===== src/rtl/fb_pkg.sv =====
// Shared types and defaults for the framebuffer pixel writer.
// Latency: n/a (declarations only).
// Backpressure: n/a.
package fb_pkg;

  localparam int FB_W_D  = 440;
  localparam int FB_H_D  = 440;
  localparam int ADDRW_D = 18;
  localparam int COLRW_D = 4;

  typedef enum logic [1:0] {
    IDLE  = 2'd0,
    CLEAR = 2'd1,
    DRAIN = 2'd2
  } fb_state_t;

  // One buffered framebuffer write: linear address plus colour.
  typedef struct packed {
    logic [ADDRW_D-1:0] addr;
    logic [COLRW_D-1:0] color;
  } pix_ent_t;

endpackage


===== src/rtl/fb_pixel_writer_if.sv =====
// Framebuffer memory write port: request held stable until granted.
// Latency: n/a (signal bundle).
// Backpressure: mem_gnt low holds mem_req/mem_addr/mem_wdata.
interface fb_pixel_writer_if #(
  parameter int ADDRW = fb_pkg::ADDRW_D,
  parameter int COLRW = fb_pkg::COLRW_D
);
  logic             mem_req;
  logic [ADDRW-1:0] mem_addr;
  logic [COLRW-1:0] mem_wdata;
  logic             mem_gnt;

  modport master (output mem_req, output mem_addr, output mem_wdata, input mem_gnt);
  modport slave  (input mem_req, input mem_addr, input mem_wdata, output mem_gnt);
endinterface


===== src/rtl/pixel_fifo.sv =====
// Synchronous FIFO with occupancy count; DEPTH must be a power of two.
// Latency: a push is visible at the head one cycle later.
// Backpressure: push while full is ignored unless a pop happens the same cycle.
module pixel_fifo #(
  parameter int W     = 22,
  parameter int DEPTH = 8
) (
  input  logic                     clk,
  input  logic                     rstn,
  input  logic                     push,
  input  logic [W-1:0]             push_dat,
  input  logic                     pop,
  output logic [W-1:0]             pop_dat,
  output logic                     full,
  output logic                     empty,
  output logic [$clog2(DEPTH):0]   count
);
  localparam int AW = $clog2(DEPTH);
  localparam int CW = AW + 1;

  logic [W-1:0]  mem [DEPTH];
  logic [AW-1:0] wr_ptr;
  logic [AW-1:0] rd_ptr;
  logic          do_push;
  logic          do_pop;

  assign empty   = (count == '0);
  assign full    = (count == CW'(DEPTH));
  assign do_pop  = pop & ~empty;
  assign do_push = push & (~full | do_pop);
  assign pop_dat = mem[rd_ptr];

  // Storage array has no reset; contents are only read behind a valid count.
  always_ff @(posedge clk) begin
    if (do_push) mem[wr_ptr] <= push_dat;
  end

  // Pointers wrap naturally because DEPTH is a power of two.
  always_ff @(posedge clk) begin
    if (!rstn) begin
      wr_ptr <= '0;
      rd_ptr <= '0;
      count  <= '0;
    end else begin
      if (do_push) wr_ptr <= wr_ptr + AW'(1);
      if (do_pop)  rd_ptr <= rd_ptr + AW'(1);
      count <= count + CW'(do_push) - CW'(do_pop);
    end
  end
endmodule


===== src/rtl/fb_pixel_writer.sv =====
// Clips rasteriser pixels, buffers them and writes them to the framebuffer; also full-screen clear.
// Latency: pixel in at cycle t -> earliest mem_req at t+2; done one cycle after the final commit.
// Backpressure: stall when FIFO free slots <= AFULL_FREE or clearing; mem_gnt low holds the port.
module fb_pixel_writer
  import fb_pkg::*;
#(
  parameter int CORDW      = 16,
  parameter int FB_W       = FB_W_D,
  parameter int FB_H       = FB_H_D,
  parameter int ADDRW      = ADDRW_D,
  parameter int COLRW      = COLRW_D,
  parameter int FIFO_DEPTH = 8,
  parameter int AFULL_FREE = 3
) (
  input  logic                    clk,
  input  logic                    rstn,
  input  logic                    pix_valid,
  input  logic signed [CORDW-1:0] pix_x,
  input  logic signed [CORDW-1:0] pix_y,
  input  logic [COLRW-1:0]        pix_color,
  input  logic                    draw_done,
  input  logic                    clear_start,
  input  logic [COLRW-1:0]        clear_color,
  output logic                    stall,
  fb_pixel_writer_if.master       mem,
  output logic                    busy,
  output logic                    done,
  output logic                    overflow,
  output logic [15:0]             clip_cnt
);
  localparam int AW1 = ADDRW + 1;
  localparam int CW  = $clog2(FIFO_DEPTH) + 1;
  localparam logic signed [CORDW-1:0] W_S  = CORDW'(FB_W);
  localparam logic signed [CORDW-1:0] H_S  = CORDW'(FB_H);
  localparam logic [ADDRW-1:0]        LAST = ADDRW'(FB_W * FB_H - 1);

  fb_state_t        state;
  logic [ADDRW-1:0] clr_cnt;
  logic [COLRW-1:0] clr_color;
  logic             s1_vld;
  pix_ent_t         s1_ent;
  pix_ent_t         fifo_head;
  logic             fifo_full, fifo_empty, fifo_pop;
  logic [CW-1:0]    fifo_count;
  logic [CW-1:0]    free_slots;
  logic             in_range, s1_load, ovf_drop, clear_ok, drain_fin;
  logic [AW1-1:0]   addr_calc;

  // Sign bit clear means non-negative; upper bounds are signed compares.
  assign in_range  = !pix_x[CORDW-1] && (pix_x < W_S) && !pix_y[CORDW-1] && (pix_y < H_S);
  assign addr_calc = AW1'($unsigned(pix_y)) * AW1'(FB_W) + AW1'($unsigned(pix_x));
  assign s1_load   = pix_valid && (state != CLEAR) && in_range;

  // While clearing, the counter owns the port and the FIFO must not pop.
  assign fifo_pop  = (state != CLEAR) && mem.mem_gnt;
  assign ovf_drop  = s1_vld && fifo_full && !(fifo_pop && !fifo_empty);
  assign clear_ok  = clear_start && !s1_vld && fifo_empty;

  // Finish decided one cycle early so done lands the cycle after the last pop.
  assign drain_fin = !s1_vld && !s1_load &&
                     (fifo_empty || (fifo_count == CW'(1) && fifo_pop));

  pixel_fifo #(.W($bits(pix_ent_t)), .DEPTH(FIFO_DEPTH)) u_fifo (
    .clk      (clk),
    .rstn     (rstn),
    .push     (s1_vld),
    .push_dat (s1_ent),
    .pop      (fifo_pop),
    .pop_dat  (fifo_head),
    .full     (fifo_full),
    .empty    (fifo_empty),
    .count    (fifo_count)
  );

  // Stage 1 capture, clip counting and sticky overflow.
  always_ff @(posedge clk) begin
    if (!rstn) begin
      s1_vld   <= 1'b0;
      s1_ent   <= '0;
      clip_cnt <= '0;
      overflow <= 1'b0;
    end else begin
      s1_vld <= s1_load;
      if (s1_load) s1_ent <= '{addr: ADDRW_D'(addr_calc), color: COLRW_D'(pix_color)};
      if (pix_valid && (state != CLEAR) && !in_range && (clip_cnt != 16'hFFFF))
        clip_cnt <= clip_cnt + 16'd1;
      if ((pix_valid && (state == CLEAR)) || ovf_drop) overflow <= 1'b1;
    end
  end

  // Control FSM: clear sequencing, drain tracking and the done pulse.
  always_ff @(posedge clk) begin
    if (!rstn) begin
      state     <= IDLE;
      clr_cnt   <= '0;
      clr_color <= '0;
      done      <= 1'b0;
    end else begin
      done <= 1'b0;
      case (state)
        IDLE: begin
          if (clear_ok) begin
            state     <= CLEAR;
            clr_cnt   <= '0;
            clr_color <= clear_color;
          end else if (draw_done) begin
            state <= DRAIN;
          end
        end
        CLEAR: begin
          if (mem.mem_gnt) begin
            if (clr_cnt == LAST) begin
              state <= IDLE;
              done  <= 1'b1;
            end else begin
              clr_cnt <= clr_cnt + ADDRW'(1);
            end
          end
        end
        DRAIN: begin
          if (drain_fin) begin
            state <= IDLE;
            done  <= 1'b1;
          end
        end
        default: state <= IDLE;
      endcase
    end
  end

  assign free_slots    = CW'(FIFO_DEPTH) - fifo_count;
  assign stall         = (free_slots <= CW'(AFULL_FREE)) || (state == CLEAR);
  assign busy          = (state != IDLE) || s1_vld || !fifo_empty;
  assign mem.mem_req   = (state == CLEAR) || !fifo_empty;
  assign mem.mem_addr  = (state == CLEAR) ? clr_cnt :
                         (!fifo_empty ? ADDRW'(fifo_head.addr) : '0);
  assign mem.mem_wdata = (state == CLEAR) ? clr_color :
                         (!fifo_empty ? COLRW'(fifo_head.color) : '0);
endmodule


===== src/flat_wrapper.sv =====
// flat-port wrapper written by rule: the top's interface ports become plain ports
module fb_pixel_writer_flat import fb_pkg::*;
#(
  parameter int CORDW      = 16,
  parameter int FB_W       = FB_W_D,
  parameter int FB_H       = FB_H_D,
  parameter int ADDRW      = ADDRW_D,
  parameter int COLRW      = COLRW_D,
  parameter int FIFO_DEPTH = 8,
  parameter int AFULL_FREE = 3
)
  (clk, rstn, pix_valid, pix_x, pix_y, pix_color, draw_done, clear_start, clear_color, stall, busy, done, overflow, clip_cnt, mem_mem_req, mem_mem_addr, mem_mem_wdata, mem_mem_gnt);
  fb_pixel_writer_if #(.ADDRW(ADDRW), .COLRW(COLRW)) mem_i ();
  input  logic clk;
  input  logic rstn;
  input  logic pix_valid;
  input  logic signed [CORDW-1:0] pix_x;
  input  logic signed [CORDW-1:0] pix_y;
  input  logic [COLRW-1:0] pix_color;
  input  logic draw_done;
  input  logic clear_start;
  input  logic [COLRW-1:0] clear_color;
  output logic stall;
  output logic busy;
  output logic done;
  output logic overflow;
  output logic [15:0] clip_cnt;
  output wire logic [$bits(mem_i.mem_req)-1:0] mem_mem_req;
  output wire logic [$bits(mem_i.mem_addr)-1:0] mem_mem_addr;
  output wire logic [$bits(mem_i.mem_wdata)-1:0] mem_mem_wdata;
  input wire logic [$bits(mem_i.mem_gnt)-1:0] mem_mem_gnt;
  assign mem_mem_req = mem_i.mem_req;
  assign mem_mem_addr = mem_i.mem_addr;
  assign mem_mem_wdata = mem_i.mem_wdata;
  assign mem_i.mem_gnt = mem_mem_gnt;
  fb_pixel_writer #(.CORDW(CORDW), .FB_W(FB_W), .FB_H(FB_H), .ADDRW(ADDRW), .COLRW(COLRW), .FIFO_DEPTH(FIFO_DEPTH), .AFULL_FREE(AFULL_FREE)) u_core (.clk(clk), .rstn(rstn), .pix_valid(pix_valid), .pix_x(pix_x), .pix_y(pix_y), .pix_color(pix_color), .draw_done(draw_done), .clear_start(clear_start), .clear_color(clear_color), .stall(stall), .mem(mem_i), .busy(busy), .done(done), .overflow(overflow), .clip_cnt(clip_cnt));
endmodule

===== config.mk =====
export PLATFORM = sky130hd
export DESIGN_NAME = fb_pixel_writer_flat
export DESIGN_NICKNAME = d
export VERILOG_FILES = /design/src/rtl/fb_pkg.sv /design/src/rtl/fb_pixel_writer_if.sv /design/src/rtl/pixel_fifo.sv /design/src/rtl/fb_pixel_writer.sv /design/src/flat_wrapper.sv
export SDC_FILE = /design/constraint.sdc
export NUM_CORES = 1
export LEC_CHECK = 0
export CAP_MARGIN = 20
export CORE_UTILIZATION = 40
export CTS_BUF_LIST = sky130_fd_sc_hd__clkbuf_8 sky130_fd_sc_hd__clkbuf_16
export DETAILED_ROUTE_END_ITERATION = 7
export SLEW_MARGIN = 20
export SYNTH_ARGS = -nofsm -noshare
export SYNTH_HDL_FRONTEND = slang
export SYNTH_SLANG_ARGS = --single-unit
export TNS_END_PERCENT = 1

===== constraint.sdc =====
create_clock -name clk -period 7.1 [get_ports clk]
set_clock_uncertainty 0.2 [all_clocks]
set_input_delay 2.13 -clock clk [delete_from_list [all_inputs] [get_ports clk]]
set_output_delay 2.13 -clock clk [all_outputs]
set_load 0.02 [all_outputs]

Word level (Yosys, flattened, before mapping). Memories as Yosys holds them, arrays and structs flattened. A register that Yosys moved wholly into a read port is not among the register bits. Index checks and enable logic that the tools add are counted.

Register bits: 75. RAM bits: 176. Bits of input ports: 46. Output and inout bits: 43. Word-level logic and storage cells: 102. Memories kept: 1.

Memories: u_core.u_fifo.mem (words 8, width 22, read ports 1, clocked after memory_dff 1, write ports 1, line pixel_fifo.sv:21) `logic [W-1:0] mem [DEPTH];`.

Add/subtract/negate cells: 8. Multipliers: 1. Order comparisons: 3. Equal/unequal tests: 13. Muxes and demuxes: 22. Bitwise operators: 5. Reductions and logical operators: 37.

Operators by type and width (count): 18-bit two-way mux (5); 18-bit one-hot mux with 2 select lines (1); 16-bit by 10-bit less-than comparator with 1-bit output (second input constant) (2); 18-bit by 1-bit adder with 18-bit output (second input constant) (1); 18-bit by 16-bit adder with 18-bit output (1); 18-bit equality test (second input constant) (1); 1-bit logical AND (17); 16-bit by 1-bit adder with 16-bit output (second input constant) (1); 16-bit by 6-bit multiplier with 15-bit output (second input constant) (1); 16-bit != test (second input constant) (1); 2-bit two-way mux (5); 4-bit two-way mux (2); 4-bit AND reduction (2); 1-bit logical NOT (7); 3-bit by 1-bit adder with 3-bit output (second input constant) (2); 1-bit logical OR (6); 3-bit two-way mux (2); 2-bit by 1-bit != test with 1-bit output (second input constant) (3); 2-bit != test (second input constant) (3); 2-bit one-hot mux with 3 select lines (1); 1-bit two-way mux (5); 4-bit by 1-bit adder with 4-bit output (1); 4-bit by 1-bit equality test with 1-bit output (second input constant) (1); 4-bit equality test (second input constant) (1); other kinds (14) (17).

Depth between registers and ports, before layout. Gate-level depths: netlist (run 1).

Depth in word-level cells: 10. Depth in mapped cells: 20. Mapped depth without buffers: 20.

Hierarchy. Synthesis (run 1) repeated with hierarchy kept, for this count alone.

Cells, all modules: 947. Area, all modules: 12913.6 um2.

By module, submodules not included: pixel_fifo (times used 1, cells an instance 349, area each 7563.5 um2, sequential area each 5545.3 um2); fb_pixel_writer (times used 1, cells an instance 598, area each 5350.1 um2, sequential area each 1301.2 um2).

Least setup slack after synthesis (run 1). Ideal clock, no wire load.

Kind: in2reg. From: input port pix_y[5]. To: register u_core.s1_ent[21] (netlist name). Setup time: 62 ps. Arrival: 6266 ps. Data required time: 6838 ps. Path slack: 572 ps. Stages: 20. Path buffers: 0. Cell sequence: inv_1 -> fa_1 -> inv_1 -> fa_1 -> inv_1 -> fa_1 -> inv_1 -> ha_1 -> nand3_1 -> nor2_1 -> or4b_4 -> nand2_1 -> xnor2_1 -> ha_1 -> nand2_1 -> o21ai_0 -> nor3_1 -> a211o_1 -> or4_1 -> nand3_1.

Cells in the longest elaborated chain, start to end: 3. Elaborated cells on any way between the ends: 5. Those cells by class: add/sub: 1; mul: 1; order compare: 1; reduce/logical: 2.

RTL lines: from (decl) (line flat_wrapper.sv:18) `input logic signed [CORDW-1:0] pix_y;`; parallel branches: the longest is 3 deep, another holds 18-bit by 16-bit adder with 18-bit output; to (signal assigned) (line fb_pixel_writer.sv:84) `if (s1_load) s1_ent <= '{addr: ADDRW_D'(addr_calc), color: COLRW_D'(pix_color)};`; to (decl) (line fb_pixel_writer.sv:41) `pix_ent_t s1_ent;`.

Parallel ways; which one is timed is not known. A chain may end at the register's enable or synchronous reset.

Final worst setup path (run 1). Same ends and word-level chain as after synthesis.

==> flow_metrics.env, run 1 <==
export IMPL_cp_max_fo=3
export IMPL_instances_no_fill=1508
export IMPL_finalCriticalPeriod_ps=6580
export IMPL_final_antenna_net_count=0
export IMPL_critical_path_class="in2reg"
export IMPL_grt_use_total_pct=17.7
export IMPL_async_flop_share_pct=0
export IMPL_crit_path_cell_trace="clkdlybuf4s50_1 -> inv_1 -> fa_1 -> inv_1 -> fa_1 -> inv_1 -> fa_1 -> inv_1 -> ha_1 -> nand3_1 -> nor2_1 -> or4b_4 -> nand2_1 -> xnor2_1 -> ha_1 -> nand2_1 -> o21ai_0 -> nor3_1 -> a211o_1 -> or4_1 -> nand3_1"
export IMPL_fin_setup_tns_ps=0
export IMPL_dominantRegCellSynth="edfxtp_1"
export IMPL_critPathLaunch="pix_y[5]"
export IMPL_hold_violations=0
export IMPL_synth_area_mm2=0.0124
export IMPL_antenna_found_initial=0
export IMPL_synth_cell_types=56
export IMPL_first_iter_violations=341
export IMPL_drc=0
export IMPL_avgSynthCellArea_um2=12.7
export IMPL_synth_edf_count=176
export IMPL_r2r_start="u_core.state[1]"
export IMPL_place_ws_ps=-34.3
export IMPL_path_clk_slew_ps=60
export IMPL_vdd_drop_max_uv=203
export IMPL_coreArea_mm2=0.0306
export IMPL_antenna_cells=0
export IMPL_maxSlewViolCount=0
export IMPL_grt_pass1_vias=7847
export IMPL_p_leak_nw=4.82
export IMPL_yosysWarnings=0
export IMPL_first_pass_iters=5
export IMPL_reg2reg_to="u_core.u_fifo.mem[7][19]"
export IMPL_cp_endpoint="u_core.s1_ent[21]"
export IMPL_numCtsBuffers=27
export IMPL_yosysMostFrequentCell="edfxtp_1"
export IMPL_fin_crit_sh_pct=92.6
export IMPL_cp_arrival_ps=6850
export IMPL_vias=7745
export IMPL_cp_depth=21
export IMPL_post_dp_hpwl_mm=18.3
export IMPL_max_freq_ghz=0.152
export IMPL_syn_nets=1117
export IMPL_syn2layout_area_growth_pct=19.4
export IMPL_cp_required_ps=7370
export IMPL_fin_util_pct=48.5
export IMPL_endpoint_kind="flop"
export IMPL_critPathBufInv=5
export IMPL_cpPeakStageDelay_ps=540
export IMPL_p_per_area_mw_per_mm2=341
export IMPL_synth_area_leaders="edfxtp_1 43%, dfxtp_1 13%, mux4_2 8.0%"
export IMPL_globalRouteOverflowTotal=0
export IMPL_num_rows=64
export IMPL_reg2reg_slack_ps=3780
export IMPL_synthCells=980
export IMPL_gp_congestion=0.794
export IMPL_ys_ff_latch=254
export IMPL_dieWidth_um=178
export IMPL_nets=1228
export IMPL_clockRootBuffer="clkbuf_16"
export IMPL_drive_gt1_share_pct=12.1
export IMPL_fp_dieH_um=178
export IMPL_critPathLaunchType="input pin"
export IMPL_rsz0062_at_grt="false"
export IMPL_initial_core_util_pct=40.6
export IMPL_setup_violations=0
export IMPL_cts_tree="built"
export IMPL_yosysSeqAreaShare_pct=55.1
export IMPL_post_drt_wl_per_cell_um=18.0
export IMPL_post_cts_setup_buffer_count=0
export IMPL_wl_mm=27.2
export IMPL_status="finished, final reports clean"
export IMPL_cp_top_family="adder cells"
export IMPL_io_pins=89
export IMPL_portBuffers=88
export IMPL_cts_sink_count=254
export IMPL_synth_commonest_cells="176 x edfxtp_1, 94 x nand2_1, 81 x inv_1, 78 x dfxtp_1, 63 x nor2_1"
export IMPL_hold_ws_ps=300
export IMPL_hold_buffers=0
export IMPL_relSlewSlack_pct=37.5
export IMPL_design_die_area_mm2=0.0318
export IMPL_grt_max_degree=40
export IMPL_routed_via_density=5.14
export IMPL_worst_slew_pin_slew_ps=935
export IMPL_crit_top_cell="inv_1"
export IMPL_postLayoutSetupSlackWorst_ps=523
export IMPL_maxCapViolCount=0
export IMPL_clock_latency_ps=540
export IMPL_cts_max_path_buffers=3
export IMPL_dp_cells=1458
export IMPL_hp_class="reg2reg"
export IMPL_rr_worst_depth=9
export IMPL_synth_area_leader_cell="edfxtp_1"
export IMPL_post_cts_resized=0
export IMPL_grt_pass1_wl_mm=42.6
export IMPL_cts_max_level=1
export IMPL_cp_slowest_cell="fa_1"
export IMPL_synth_top_cell_area_share_pct=42.5
==> worst reg2reg max path, delay by kind of cell, from the launching register on <==
kind	cells	cell delay, ps
AND/OR/NAND/NOR	4	1550
buffers and inverters	3	460
AO/OA/AOI/OAI	1	200
flip-flops	1	350
adder cells (fa/ha/maj)	1	170
==> report_power, final <==
part	leakage [nW]	internal, mW	switching (mW)	total (mW)
clock network	0.458	0.819	0.578	1.40
logic	2.48	0.930	1.07	2.00
registers	1.89	1.60	0.0643	1.66
total	4.82	3.34	1.71	5.06
==> logic make-up (layout without fill, tap and decap cells) <==
family          Yosys count  count (layout)  synth area share [%]
fa+ha+maj                91              91                  11.0
mux                      75              75                  10.5
simple gates            255             255                  9.45
compound gates          132             132                  6.36
xor+xnor                 58              58                  4.09
flops                   254             254                  55.1
buf+inv                 115             247                  3.52
==> per-stage QoR <==
stage	total power, mW	area [um^2]
floorplan	3.07	12400
global placement	3.70	13900
detailed placement	3.71	13900
CTS	5.11	14800
global route	5.36	14800
finish	5.06	14800
==> registers in the layout (all words and copies together), names as in the netlist, named ones only <==
name                  cells
u_core.u_fifo.mem       176
u_core.u_fifo.count       4
u_core.u_fifo.rd_ptr      3
u_core.s1_vld             1
u_core.state              2
u_core.s1_ent            22
u_core.clr_cnt           18
u_core.overflow           1
u_core.u_fifo.wr_ptr      3
u_core.clip_cnt          16
u_core.done               1
u_core.clr_color          4
==> layout by cell type (no fill, tap or decap), drive strengths merged, types with 9 or more instances in the layout <==
master	n
xor2	24
xnor2	34
o21ai	44
clkdlybuf4s50	88
edfxtp	176
nand2	94
nor2	63
mux4	44
clkbuf	28
or3	9
mux2i	30
clkinv	13
nor3	21
ha	60
fa	31
nand3	23
a21oi	51
inv	88
dfxtp	78
buf	26
==> per-layer routing <==
| metal | vias to the layer above | track usage [%] | wire length (um) |
|---|---|---|---|
| li1 | 3771 | - | - |
| met1 | 3794 | 23.7 | 12400 |
| met2 | 142 | 30.6 | 13500 |
| met3 | 38 | 2.24 | 899 |
| met4 | 0 | 3.88 | 471 |
| met5 | - | 0 | 0 |
==> final cells by class <==
class	instances	area, um^2
multi-input cells	611	5210
clock buffers	28	689
fillers	2767	15700
repair buffers	114	1090
clock inverters	22	205
well taps	396	495
inverters	83	312
flip-flops and latches	254	6850
==> worst min path at each step <==
| stage | start | to | slack [ps] | cells after the start |
|---|---|---|---|---|
| CTS | u_core.clr_color[0] | u_core.clr_color[0] | 310 | 2 |
| detailed placement | u_core.clr_color[0] | u_core.clr_color[0] | 290 | 2 |
| global placement | u_core.clr_color[2] | u_core.clr_color[2] | 280 | 2 |
| finish | u_core.clr_color[0] | u_core.clr_color[0] | 300 | 2 |
| global route | u_core.clr_color[2] | u_core.clr_color[2] | 330 | 2 |
| floorplan | u_core.clr_color[0] | u_core.clr_color[0] | 260 | 2 |
Power figures use the tool's default switching activity.
==> run 2: changes to the inputs <==
- CORE_UTILIZATION: 40 -> 30
- CTS_CLUSTER_DIAMETER: default -> 80
==> run 2 against run 1 <==
Via count up 1.4%. Global-route usage shrank 4.1 points. Sequential power about the same. Die area grew 33%. First-iteration DRC count up 30%. Combinational power rose by 3%. Critical path type unchanged. Largest cell class unchanged. Highest routed layer is now met5.
==> flow_metrics.env, run 2 (synthesized netlist as in run 1, its figures left out) <==
export IMPL_antenna_found_initial=2
export IMPL_hold_buffers=0
export IMPL_status="finished, final reports clean"
export IMPL_relSlewSlack_pct=36.1
export IMPL_ff_latch_area_mm2=0.00685
export IMPL_rsz0062_at_grt="false"
export IMPL_maxSlewViolCount=0
export IMPL_clock_latency_ps=530
export IMPL_critical_path_class="in2reg"
export IMPL_num_rows=74
export IMPL_post_cts_resized=0
export IMPL_cp_max_fo=3
export IMPL_grt_use_total_pct=13.6
export IMPL_largest_register_ffs=176
export IMPL_dieWidth_um=206
export IMPL_endpoint_kind="flop"
export IMPL_portBuffers=88
export IMPL_crit_path_cell_trace="clkdlybuf4s50_1 -> inv_1 -> fa_1 -> inv_1 -> fa_1 -> inv_1 -> fa_1 -> inv_1 -> ha_1 -> nand3_1 -> nor2_1 -> or4b_4 -> nand2_1 -> xnor2_1 -> ha_1 -> nand2_1 -> o21ai_0 -> nor3_1 -> a211o_1 -> or4_1 -> nand3_1"
export IMPL_initial_core_util_pct=30.4
export IMPL_syn2layout_area_growth_pct=21.6
export IMPL_drc=0
export IMPL_p_per_area_mw_per_mm2=344
export IMPL_nets=1230
export IMPL_grt_max_degree=45
export IMPL_finalCriticalPeriod_ps=6610
export IMPL_post_dp_hpwl_mm=19.0
export IMPL_multiInputGateArea_mm2=0.00521
export IMPL_grt_pass1_vias=7858
export IMPL_critPathLaunchType="input pin"
export IMPL_coreArea_mm2=0.0408
export IMPL_post_cts_setup_buffer_count=0
export IMPL_cpPeakStageDelay_ps=530
export IMPL_place_area_mm2=0.0141
export IMPL_fillCellCount=3916
export IMPL_crit_top_cell="inv_1"
export IMPL_cp_required_ps=7350
export IMPL_hold_violations=0
export IMPL_cp_arrival_ps=6870
export IMPL_routed_via_density=4.77
export IMPL_place_ws_ps=-48.0
export IMPL_design_die_area_mm2=0.0423
export IMPL_cp_slowest_cell="fa_1"
export IMPL_hp_class="reg2reg"
export IMPL_vias=7851
export IMPL_post_drt_wl_per_cell_um=17.1
export IMPL_cts_tree="built"
export IMPL_fin_setup_tns_ps=0
export IMPL_cts_max_path_buffers=3
export IMPL_numCtsBuffers=27
export IMPL_clockRootBuffer="clkbuf_16"
export IMPL_fin_crit_sh_pct=93.1
export IMPL_critPathBufInv=5
export IMPL_fp_dieH_um=206
export IMPL_io_pins=89
export IMPL_hold_ws_ps=296
export IMPL_max_freq_ghz=0.151
export IMPL_antenna_cells=0
export IMPL_postLayoutSetupSlackWorst_ps=486
export IMPL_path_clk_slew_ps=60
export IMPL_p_total_mw=5.20
export IMPL_final_antenna_net_count=0
export IMPL_cts_max_level=1
export IMPL_maxCapViolCount=0
export IMPL_vdd_drop_max_uv=165
export IMPL_first_iter_violations=444
export IMPL_p_leak_nw=4.87
export IMPL_worst_slew_pin_slew_ps=956
export IMPL_fin_area_mm2=0.0151
export IMPL_cts_sink_count=254
export IMPL_setup_violations=0
export IMPL_first_pass_iters=5
export IMPL_largest_register="u_core.u_fifo.mem"
export IMPL_cp_top_family="adder cells"
export IMPL_layout_commonest_cell="edfxtp_1"
export IMPL_final_cell_mix="176 x edfxtp_1, 94 x nand2_1, 88 x clkdlybuf4s50_1"
export IMPL_gp_congestion=0.796
export IMPL_globalRouteOverflowTotal=0
export IMPL_top_regs="u_core.u_fifo.mem x176, u_core.s1_ent x22, u_core.clr_cnt x18"
export IMPL_drive_gt1_share_pct=12.3
export IMPL_wl_mm=28.2
export IMPL_grt_pass1_wl_mm=44.3
[run 2: worst paths after layout]
path	startpoint	end	slack (ps)	depth (start not counted)
worst max-delay path	pix_y[5]	u_core.s1_ent[21]	490	21
worst min-delay path	u_core.clr_color[2]	u_core.clr_color[2]	300	2
worst max register to register	u_core.state[1]	u_core.u_fifo.mem[6][21]	3710	9
worst min register to register	u_core.clr_color[2]	u_core.clr_color[2]	300	2
[run 2: tightest hold or removal path: cells and delay by family, from the launching register on]
family	cells	cell delay, ps
flip-flops	1	330
multiplexers	1	70
AND/OR/NAND/NOR	1	70
[run 2: layout make-up]
cell class,count,area share [%]
Clock buffer,30,4.74
Clock inverter,20,1.72
Inverter,83,2.06
Multi-Input combinational cell,611,34.4
Sequential cell,254,45.3
Tap cell,532,4.40
Timing Repair Buffer,116,7.30
[run 2: metrics by stage]
stage,cells,util [%]
4_1_cts,1646,37.0
2_1_floorplan,980,-
3_5_place_dp,1596,34.6
5_1_grt,1646,37.0
6_report,1646,37.0
3_3_place_gp,1596,34.6
[run 2: per-layer routing]
layer	track usage (%)	up-vias	wire length (um)
met3	1.66	26	1510
met4	2.25	2	229
met2	22.1	175	13100
li1	-	3780	-
met5	0	-	13
met1	19.5	3868	13400
[run 2: power breakdown]
group / switching (mW) / internal [mW]
logic: 1.11 / 0.938
registers: 0.0405 / 1.60
clock network: 0.571 / 0.945
